--- config.mk ---
export PLATFORM = sky130hd
export DESIGN_NAME = mem_port_arbiter
export DESIGN_NICKNAME = d
export VERILOG_FILES = /design/src/rtl/mem_port_arbiter_pkg.sv /design/src/rtl/mem_port_arbiter_mux2.sv /design/src/rtl/mem_port_arbiter.sv
export SDC_FILE = /design/constraint.sdc
export NUM_CORES = 1
export LEC_CHECK = 0
export CORE_AREA = 2 2 117 119
export DETAILED_ROUTE_END_ITERATION = 8
export DIE_AREA = 0 0 119 121
export PLACE_DENSITY = 0.67
export RECOVER_POWER = 100
export SLEW_MARGIN = 25
export SYNTH_ARGS = -nofsm -noshare
export SYNTH_HDL_FRONTEND = slang
export SYNTH_HIERARCHICAL = 1
export SYNTH_SLANG_ARGS = --single-unit
--- constraint.sdc ---
create_clock -name clk -period 1.1 [get_ports clk]
set_input_delay 0.165 -clock clk [delete_from_list [all_inputs] [get_ports clk]]
set_output_delay 0.165 -clock clk [all_outputs]
set_load 0.02 [all_outputs]
--- src/rtl/mem_port_arbiter_pkg.sv ---
// ============================================================================
// Module : mem_port_arbiter_pkg
// Brief  : Shared state encoding, port indices and tie-break helper.
// Rev    : 1.0
// ============================================================================
`default_nettype none

package mem_port_arbiter_pkg;

    localparam logic [0:0] ST_IDLE = 1'b0;
    localparam logic [0:0] ST_BUSY = 1'b1;

    localparam logic PORT_FETCH = 1'b0;
    localparam logic PORT_LSU   = 1'b1;

    // A lone requester always wins; ties go to LSU or to the port not served last.
    function automatic logic pick_winner(
        input logic req0,
        input logic req1,
        input logic last,
        input logic fixed_prio
    );
        logic win;
        if (req0 && req1) begin
            win = fixed_prio ? PORT_LSU : ~last;
        end else begin
            win = req1 ? PORT_LSU : PORT_FETCH;
        end
        return win;
    endfunction

endpackage

`default_nettype wire

--- src/rtl/mem_port_arbiter_mux2.sv ---
// ============================================================================
// Module : mem_port_arbiter_mux2
// Brief  : Width-configurable 2:1 select used for the shared memory port.
// Rev    : 1.0
// ============================================================================
`default_nettype none

module mem_port_arbiter_mux2 #(
    parameter int WIDTH = 32
) (
    input  logic             i_sel,
    input  logic [WIDTH-1:0] i_in0,
    input  logic [WIDTH-1:0] i_in1,
    output logic [WIDTH-1:0] o_out
);

    assign o_out = i_sel ? i_in1 : i_in0;

endmodule

`default_nettype wire

--- src/rtl/mem_port_arbiter.sv ---
// ============================================================================
// Module : mem_port_arbiter
// Brief  : Two-port (fetch / load-store) arbiter onto one memory port.
// Rev    : 1.0
// ============================================================================
`default_nettype none

module mem_port_arbiter
    import mem_port_arbiter_pkg::*;
#(
    parameter int ADDR_WIDTH = 32,
    parameter int BUS_WIDTH  = 32,
    parameter int FIXED_PRIO = 0
) (
    input  logic                  clk,
    input  logic                  rst,
    input  logic                  req0,
    input  logic [ADDR_WIDTH-1:0] addr0,
    input  logic                  we0,
    input  logic [BUS_WIDTH-1:0]  wdata0,
    output logic                  ack0,
    output logic [BUS_WIDTH-1:0]  rdata0,
    input  logic                  req1,
    input  logic [ADDR_WIDTH-1:0] addr1,
    input  logic                  we1,
    input  logic [BUS_WIDTH-1:0]  wdata1,
    output logic                  ack1,
    output logic [BUS_WIDTH-1:0]  rdata1,
    output logic                  mem_req,
    output logic [ADDR_WIDTH-1:0] mem_addr,
    output logic                  mem_we,
    output logic [BUS_WIDTH-1:0]  mem_wdata,
    input  logic                  mem_ready,
    input  logic [BUS_WIDTH-1:0]  mem_rdata
);

    localparam logic c_fixed_prio = (FIXED_PRIO != 0);

    logic [0:0] r_state;
    logic       r_grant;
    logic       r_last;
    logic       w_busy;
    logic       w_winner;
    logic       w_mux_we;

    assign w_busy   = (r_state == ST_BUSY);
    assign w_winner = pick_winner(req0, req1, r_last, c_fixed_prio);

    // Grant is only re-evaluated in IDLE, so the muxes stay put for the whole transaction.
    always_ff @(posedge clk) begin
        if (rst) begin
            r_state <= ST_IDLE;
            r_grant <= PORT_FETCH;
            r_last  <= PORT_LSU;
        end else begin
            case (r_state)
                ST_IDLE: begin
                    if (req0 || req1) begin
                        r_grant <= w_winner;
                        r_state <= ST_BUSY;
                    end
                end
                ST_BUSY: begin
                    if (mem_ready) begin
                        r_last  <= r_grant;
                        r_state <= ST_IDLE;
                    end
                end
                default: r_state <= ST_IDLE;
            endcase
        end
    end

    mem_port_arbiter_mux2 #(.WIDTH(ADDR_WIDTH)) u_addr_mux (
        .i_sel (r_grant),
        .i_in0 (addr0),
        .i_in1 (addr1),
        .o_out (mem_addr)
    );

    mem_port_arbiter_mux2 #(.WIDTH(BUS_WIDTH)) u_wdata_mux (
        .i_sel (r_grant),
        .i_in0 (wdata0),
        .i_in1 (wdata1),
        .o_out (mem_wdata)
    );

    mem_port_arbiter_mux2 #(.WIDTH(1)) u_we_mux (
        .i_sel (r_grant),
        .i_in0 (we0),
        .i_in1 (we1),
        .o_out (w_mux_we)
    );

    assign mem_req = w_busy;
    assign mem_we  = w_busy & w_mux_we;
    assign ack0    = w_busy & mem_ready & (r_grant == PORT_FETCH);
    assign ack1    = w_busy & mem_ready & (r_grant == PORT_LSU);
    assign rdata0  = mem_rdata;
    assign rdata1  = mem_rdata;

endmodule

`default_nettype wire

==> impl_metrics.tcl <==
set metrics [dict create \
    synth_nets 319 \
    drc 0 \
    grt_pass1_wl_um 10550 \
    power_w 0.002576 \
    finalSetupViolations 68 \
    crit_type "flip-flop to primary output" \
    p_comb_share_pct 72.5 \
    crit_path_max_fanout 8 \
    insertion_delay_ps 220 \
    ys_seq_area_share_pct 3.499 \
    grt_pass1_vias 1874 \
    skew_ps 0.04827 \
    clockRootBuffer "clkbuf_16" \
    track_usage_pct 9.318 \
    hp-class "primary input to primary output" \
    design.core.area_um2 13090 \
    die_w_um 119 \
    placed_area_um2 3467 \
    endpoint_kind "primary output" \
    cpPeakStageDelay_ps 400 \
    syn_avg_cell_area_um2 11.29 \
    holdCritStartpoint "mem_rdata[2]" \
    p_per_area_nw_per_um2 689.2 \
    ys_ff_latch 3 \
    start_util_pct 13.12 \
    worstMarginPinSlew_ps 254.0 \
    irDropWorstVdd_v 0.0003368 \
    finalInstanceArea_um2 3737 \
    grt_max_degree 17 \
    cts-buffers-inserted 3 \
    fmax_mhz 619.2 \
    cts_tree "yes" \
    hold_buffers 0 \
    clkSinkCount 3 \
    outcome "finished with violations" \
    worst-path-buf-inv 4 \
    drv_slew 0 \
    place_inst 470 \
    rr_startpoint "r_grant" \
    p_leak_nw 1.616 \
    fin_ws_ps -515.0 \
    crit_required_ps 940 \
    yosysWarningCount 6 \
    netlist_instances 152 \
    gp_congestion 0.7286 \
    power.internal_w 0.001801 \
    clkPwrFrac_pct 22.2 \
    drive_gt1_share_pct 52.43 \
    post_drt_wl_per_cell_um 15.56 \
    cpMaxStageDelayCell "dfxtp_4" \
    pwr-share-seq_pct 5.2 \
    switching_share_pct 30.09 \
    antenna_found_initial 0 \
    rows 42 \
    final_cell_mix "clkdlybuf4s50_1 (134), mux2_4 (63), buf_6 (58), clkbuf_2 (10), buf_4 (9)" \
    slew_headroom_pct 83.04 \
    detail-route-antenna-nets 0 \
    areaGrowthSynthToFinish_pct 117.7 \
    finalCoreUtilization_pct 28.56 \
    path_delay_family "buffers and inverters" \
    cap_violations 0 \
    diodes 0 \
    startpoint "r_grant" \
    power_switching_w 0.0007751 \
    die-area_um2 14400 \
    clk_pin_slew_ps 30 \
    avgViaCountPerCell 3.427 \
    crit_chain "buf_4 > buf_12 > buf_16 > mux2_4 > buf_6" \
    min_period_ps 1615 \
    drtPass1Iterations 4 \
    nNetsFinal 477 \
    globalRouteOverflowTotal 0 \
    synth.distinct_cells 17 \
    cts_buffer_depth 2 \
    place_ws_ps -614.4 \
    ioPinCount 299 \
    cp_data_arrival_time_ps 1450 \
    portBuffers 202 \
    syn-cell-area_um2 1717 \
    die_h_um 121 \
    drtIter0Drc 30 \
    vias 1662 \
    finalCritPeriodShare_pct 146.8 \
    layout_commonest_cell "clkdlybuf4s50_1" \
    cts_max_level 1 \
    place_hpwl_um 6059 \
    layout.cells.non_filler 485 \
    failed_checks "setup timing" \
    rsz0062_at_grt "yes" \
    startpoint_type "flip-flop" \
    hold_viol_final 0 \
    wirelength_um 7548 \
]
-- path summary, 6_finish.rpt --
| path | to | slack [ps] | depth (start not counted) |
|---|---|---|---|
| worst max-delay path | mem_addr[9] | -510 | 5 |
| worst min-delay path | rdata0[2] | 330 | 0 |
| worst max register to register | r_last | -200 | 5 |
| worst min register to register | r_last | 470 | 1 |
-- power groups by stage --
stage | Combinational (W) | Sequential (W) | Clock (W)
2_1_floorplan | 0.00115 | 0.000133 | 0
3_3_place_gp | 0.00172 | 0.000132 | 0
3_5_place_dp | 0.00174 | 0.000132 | 0
4_1_cts | 0.00185 | 0.000135 | 0.000587
5_1_grt | 0.00195 | 0.000137 | 0.000600
6_report | 0.00187 | 0.000134 | 0.000573
-- logic make-up (layout without fill, tap and decap cells) --
family	Yosys count	in the layout	synth area share (%)
AOI/OAI and AO/OA	4	4	1.530
buffers and inverters	73	230	36.52
and+or+nand+nor	7	7	2.478
muxes	65	65	55.98
DFF	3	3	3.499
-- worst register-to-register path, stage by stage (launching register included) --
cell and delay (ps):
dfxtp_4 370, buf_4 150, buf_12 120, buf_16 140
and3_4 150, a211o_1 250
-- what timing repair did --
| item | CTS | global route |
|---|---|---|
| gates cloned | 3 | 0 |
| pin swaps | 1 | 0 |
| setup buffers | 10 | 2 |
| endpoints found under the setup margin | 69 | 70 |
| gates resized for setup | 326 | 64 |
-- through the flow --
step	hold WS [ps]	TNS [ps]
CTS	330.2	-30640
global placement	330.2	-36970
global route	330.0	-29120
finish	330.0	-26930
floorplan	224.4	-1909
detailed placement	330.2	-37360
-- registers in the layout (all words and copies together), names as in the netlist --
register	flops
r_last	1
r_grant	1
mem_req	1
-- final cells by class --
type                            instances  area (µm²)
Multi-Input combinational cell         76        1046
Inverter                                1       3.754
Timing Repair Buffer                  225        2325
Clock buffer                            4       78.83
Fill cell                            1322        9348
Sequential cell                         3       63.81
Tap cell                              176       220.2
-- cells in the mapped netlist --
master / instances / area, µm²
a211oi_1: 1 / 7.510
o21ai_0: 1 / 5.000
inv_1: 1 / 3.750
dfxtp_1: 3 / 60.06
nor3_1: 1 / 5.000
buf_4: 64 / 480.5
mux2_2: 4 / 45.04
a211o_1: 1 / 8.760
and2_2: 1 / 7.510
buf_12: 6 / 120.1
nor2_1: 1 / 3.750
mux2_4: 61 / 915.9
a21oi_1: 1 / 5.000
and3_4: 1 / 11.26
nand2_1: 2 / 7.510
nand3b_1: 1 / 7.510
buf_6: 2 / 22.52
-- per-layer routing --
layer  vias to the layer above  global-route usage, %  routed length [µm]
li1                        773                      -                   -
met1                       730                  9.099                2465
met2                       117                  17.46                4008
met3                        42                  2.820                 743
met4                         0                  5.208                 331
met5                         -                      0                   0
No activity file was read; power rests on OpenSTA's default activity.
